$ cat src/rtl/cfg_chain_loader.sv
// Loads NUM_WORDS config words into an scff scan chain MSB first, then strobes cfg_latch
// to commit the LUT config shadow. All outputs come straight from flops.
module cfg_chain_loader #(
  parameter int unsigned NUM_WORDS    = 8,
  parameter int unsigned WORD_W       = 16,
  parameter int unsigned LATCH_CYCLES = 2
) (
  input  logic              clk,
  input  logic              R,
  input  logic              start,
  input  logic              abort,
  input  logic              in_valid,
  input  logic [WORD_W-1:0] in_data,
  output logic              in_ready,
  output logic              sc_dout,
  output logic              sc_shift,
  output logic              cfg_latch,
  output logic              busy,
  output logic              done,
  output logic [7:0]        word_cnt
);

  localparam int unsigned BitW = (WORD_W > 1) ? $clog2(WORD_W) : 1;

  typedef enum logic [2:0] {StIdle, StFetch, StShift, StLatch, StDone} state_e;

  state_e              state_q, state_d;
  logic [WORD_W-1:0]   shreg_q, shreg_d;
  logic [BitW-1:0]     bit_cnt_q, bit_cnt_d;
  logic [3:0]          lat_cnt_q, lat_cnt_d;
  logic [7:0]          word_cnt_q, word_cnt_d;
  logic                in_ready_q, in_ready_d;
  logic                sc_dout_q, sc_dout_d;
  logic                sc_shift_q, sc_shift_d;
  logic                cfg_latch_q, cfg_latch_d;
  logic                busy_q, busy_d;
  logic                done_q, done_d;
  logic                active;

  assign active = (state_q == StFetch) || (state_q == StShift) || (state_q == StLatch);

  always_comb begin
    state_d    = state_q;
    shreg_d    = shreg_q;
    bit_cnt_d  = bit_cnt_q;
    lat_cnt_d  = lat_cnt_q;
    word_cnt_d = word_cnt_q;

    // Abort outranks every in-state transition, including word capture in FETCH.
    if (abort && active) begin
      state_d = StIdle;
    end else begin
      unique case (state_q)
        StIdle: begin
          if (start) begin
            state_d    = StFetch;
            word_cnt_d = '0;
          end
        end
        StFetch: begin
          if (in_valid && in_ready_q) begin
            shreg_d   = in_data;
            bit_cnt_d = '0;
            state_d   = StShift;
          end
        end
        StShift: begin
          shreg_d = shreg_q << 1;
          if (bit_cnt_q == BitW'(WORD_W - 1)) begin
            if (word_cnt_q != 8'hFF) word_cnt_d = word_cnt_q + 8'd1;
            if (word_cnt_q == 8'(NUM_WORDS - 1)) begin
              state_d   = StLatch;
              lat_cnt_d = '0;
            end else begin
              state_d = StFetch;
            end
          end else begin
            bit_cnt_d = bit_cnt_q + 1'b1;
          end
        end
        StLatch: begin
          if (lat_cnt_q == 4'(LATCH_CYCLES - 1)) state_d = StDone;
          else lat_cnt_d = lat_cnt_q + 4'd1;
        end
        StDone:  state_d = StIdle;
        default: state_d = StIdle;
      endcase
    end

    // Output flops are loaded from the next state so they line up with the state register.
    in_ready_d  = (state_d == StFetch);
    sc_shift_d  = (state_d == StShift);
    sc_dout_d   = sc_shift_d & shreg_d[WORD_W-1];
    cfg_latch_d = (state_d == StLatch);
    busy_d      = (state_d == StFetch) || (state_d == StShift) || (state_d == StLatch);
    done_d      = (state_d == StDone);
  end

  always_ff @(posedge clk or posedge R) begin
    if (R) begin
      state_q     <= StIdle;
      shreg_q     <= '0;
      bit_cnt_q   <= '0;
      lat_cnt_q   <= '0;
      word_cnt_q  <= '0;
      in_ready_q  <= 1'b0;
      sc_dout_q   <= 1'b0;
      sc_shift_q  <= 1'b0;
      cfg_latch_q <= 1'b0;
      busy_q      <= 1'b0;
      done_q      <= 1'b0;
    end else begin
      state_q     <= state_d;
      shreg_q     <= shreg_d;
      bit_cnt_q   <= bit_cnt_d;
      lat_cnt_q   <= lat_cnt_d;
      word_cnt_q  <= word_cnt_d;
      in_ready_q  <= in_ready_d;
      sc_dout_q   <= sc_dout_d;
      sc_shift_q  <= sc_shift_d;
      cfg_latch_q <= cfg_latch_d;
      busy_q      <= busy_d;
      done_q      <= done_d;
    end
  end

  assign in_ready  = in_ready_q;
  assign sc_dout   = sc_dout_q;
  assign sc_shift  = sc_shift_q;
  assign cfg_latch = cfg_latch_q;
  assign busy      = busy_q;
  assign done      = done_q;
  assign word_cnt  = word_cnt_q;

endmodule
$ cat config.mk
export PLATFORM = sky130hd
export DESIGN_NAME = cfg_chain_loader
export DESIGN_NICKNAME = d
export VERILOG_FILES = /design/src/rtl/cfg_chain_loader.sv
export SDC_FILE = /design/constraint.sdc
export NUM_CORES = 1
export LEC_CHECK = 0
export ABC_AREA = 1
export BUFFER_PORTS_ARGS = -buffer_cell sky130_fd_sc_hd__buf_2
export CELL_PAD_IN_SITES_DETAIL_PLACEMENT = 0
export CELL_PAD_IN_SITES_GLOBAL_PLACEMENT = 2
export CORE_MARGIN = 4
export CORE_UTILIZATION = 36
export CTS_BUF_LIST = sky130_fd_sc_hd__clkbuf_16
export CTS_CLUSTER_DIAMETER = 200
export DETAILED_ROUTE_END_ITERATION = 10
export PLACE_DENSITY = 0.95
export SYNTH_ARGS = -nofsm -noshare
export SYNTH_HDL_FRONTEND = slang
export SYNTH_SLANG_ARGS = --single-unit
$ cat constraint.sdc
create_clock -name clk -period 2.32 [get_ports clk]
set_input_delay 0 -clock clk [delete_from_list [all_inputs] [get_ports clk]]
set_output_delay 0 -clock clk [all_outputs]
set_load 0.01 [all_outputs]
==> results.md <==
* Total gr overflow at 0
* Total power draw at 2.45 mW
* Most used DFF post-synth: dfrtp_1
* Kind of critical path: register to register
* Via/cell ratio at 4.77
* Longest Clk Path Bufs at 2
* DIE AREA at approximately 7400 um2
* Sequential area share after synthesis at a little under half
* Top-count cell post-synth: nand2_1
* Dominant cell type by area after synthesis: dfrtp_1
* Clk_lat worst skew at 0.28 ns
* Worst-Margin Slew at ~0.56 ns
* Syn Nets at ~290
* Hold Crit Start: in_data[6]
* Util after Layout at 44.7%
* Unrepaired setup endpoints after global routing: no
* Final clock skew at ~0.0052 ns
* Largest net degree at the start of global routing at 42
* R2R depth at 7
* Initial antenna violation count at 0
* Via Count at 1802
* Max-slew headroom at between 60% and 70%
* Remaining antenna violation count after routing at 0
* CTS sink cnt at 41
* Status: complete, no violations
* Commonest cells post-synth: nand2_1 (77), dfrtp_1 (41), nor2_1 (21)
* LEAKAGE at 1.31 nW
* Seq cells post-synth at 41
* # setup viols final at 0
* GP Congestion at 0.766
* Total Routed Length at 4610 um
* CTS clk-pin slew, worst paths at roughly 0.060 ns
* Mapped cell area at 2180 um2
* R2r startpoint: state_q[1]$_DFF_PP0_
* Num CTS Buffers at 5
* Drc violations at 0
* Port bufs at 34
* Worst hold path type: input pin to register
* Period utilization at 80.8%
* DP Cell Count at roughly 360
* Antenna cells at 0
* IO Pins at 35
* Critical Path End Type: register
* R2r setup slk at 0.45 ns
* Share of cells above drive strength 1 at 21.8%
* CTS tree: built
* Worst reg2reg endpoint: bit_cnt_q[2]$_DFFE_PP0P_
* Die Y at 85.8 um
* Initial Util at 37.1%
* Async set-reset flop share out of synthesis at 100%
* Hold depth at 3
* Mapped Avg Cell Area at 8.32 um2
* Yosys top cell area share at 47.0%
* DRT iter0 DRCs at 67
* Final hold vios at 0
* Global Route Usage Sum at between 10% and 20%
* Fin nets at 327
* Synth Instances at 262
* CTS Root Cell: clkbuf_16
* CTS H-Tree Depth at 2
* Min Tclk post-route at 1.87 ns
* Req. time, crit path at 2.54 ns
* First-pass GRT wire length at 7740 um
* Setup crit start kind: register
* Dominant cells by area after synthesis: dfrtp_1 (47%), nand2_1 (13%), a22oi_1 (4.8%)
* Slew Viols, Final at 0
* Synth unique cells at 29
* FILL cells at 597
* Post-Layout Cell Count at approximately 380
* Number of flops mapped to enable cells by yosys at 0
* Maxcap violations at 0
* Fin Setup TNS at 0 ns
* Peak supply drop at 0.467 mV
* Num rows at 28
* WL/cell at about 12 um
* Die width at 85.8 um
* Detail Placement HPWL at 3360 um
* Hold EP: shreg_q[6]$_DFFE_PP0P_
* FMAX at 534 MHz
* Power per cell area at 931 nW/um2
* Area grow syn2layout at 20.6%
* Synth warn at 0
* CP Max Fanout at 32
* First-pass iteration count of the detailed router at 4
* Core footprint at 5890 um2
* Vias in the first global route at 1616
* CP Data Arrival Time at 2.09 ns
==> through the flow <==
| step | hold WS (ns) | area, um2 | setup slack, ns |
|---|---|---|---|
| global route | 0.0301 | 2630 | 0.207 |
| finish | 0.0132 | 2630 | 0.446 |
| detailed placement | 0.172 | 2400 | 0.447 |
| global placement | 0.156 | 2400 | 0.477 |
| CTS | 0.00942 | 2630 | 0.442 |
| floorplan | 0.0735 | 2180 | 0.903 |
==> area by class of cell <==
| cell class | count | area (um2) | area share, % |
|---|---|---|---|
| clock buffers | 5 | 125 | 4.76 |
| clock inverters | 3 | 42.5 | 1.62 |
| inverters | 20 | 75.1 | 2.85 |
| multi-input cells | 192 | 1020 | 38.9 |
| flip-flops and latches | 41 | 1030 | 39.0 |
| well taps | 75 | 93.8 | 3.57 |
| repair buffers | 42 | 245 | 9.32 |
==> layout by cell type, fill, tap and decap left out, types with 4 or more instances in the layout <==
master and instances:
a22oi_1 14, buf_2 34, clkbuf_16 5, dfrtp_1 41, dlygate4sd3_1 6, ha_1 4
inv_1 21, nand2_1 77, nand2_2 5, nand3_1 18, nand4_1 9, nor2_1 21
o21ai_0 9, o21ai_1 7, o21ai_2 7
==> report_power, final <==
group          internal, mW  total [mW]  switching, mW
clock network         0.505       0.776          0.271
logic                 0.216       0.702          0.485
registers             0.853       0.970          0.117
==> routing by layer <==
layer	wire length (um)	up-vias	GRT usage, %
li1	-	948	-
met4	38	0	2.59
met1	2160	824	17.3
met5	0	-	0
met2	2230	26	21.7
met3	189	4	3.55
==> sequential cells by signal, summed over array words and instances, names as in the netlist <==
register,cells
shreg_q,16
word_cnt,8
bit_cnt_q,4
lat_cnt_q,4
state_q,3
busy,1
cfg_latch,1
done,1
in_ready,1
sc_dout,1
sc_shift,1
==> logic make-up (layout without fill, tap and decap cells) <==
| logic type | Yosys count | count (layout) | share of synthesized area (%) |
|---|---|---|---|
| adder cells (fa/ha/maj) | 4 | 4 | 2.29 |
| XOR/XNOR | 4 | 4 | 1.61 |
| AND/OR/NAND/NOR | 143 | 143 | 30.4 |
| buffers and inverters | 29 | 70 | 6.08 |
| flip-flops | 41 | 41 | 47.0 |
| AO/OA/AOI/OAI | 41 | 41 | 12.6 |
==> worst max-delay path, cell delays in order, from the launching register on <==
cell and delay, ns:
dfrtp_1 0.47, nor2_4 0.16, nand2_1 0.14, nand2_1 0.12, nand3_2 0.44, nor2_1 0.33
nand2_1 0.08, nand2_1 0.06
==> worst max-delay path by stage <==
stage | start | slack [ns] | to
after floorplan | word_cnt[0]$_DFFE_PP0P_ | 0.90 | word_cnt[5]$_DFFE_PP0P_
after global placement | state_q[1]$_DFF_PP0_ | 0.48 | bit_cnt_q[3]$_DFFE_PP0P_
after detailed placement | state_q[1]$_DFF_PP0_ | 0.45 | bit_cnt_q[3]$_DFFE_PP0P_
after CTS | state_q[1]$_DFF_PP0_ | 0.44 | bit_cnt_q[2]$_DFFE_PP0P_
after global routing | state_q[1]$_DFF_PP0_ | 0.21 | bit_cnt_q[2]$_DFFE_PP0P_
final | state_q[1]$_DFF_PP0_ | 0.45 | bit_cnt_q[2]$_DFFE_PP0P_
==> repair_timing <==
item	CTS	global route
endpoints found under the setup margin	0	0
hold buffers	6	0
endpoints found under the hold margin	47	0
buffers inserted	0	0
gates resized for setup	0	0
Note: power is estimated with default switching activity, not from simulation.
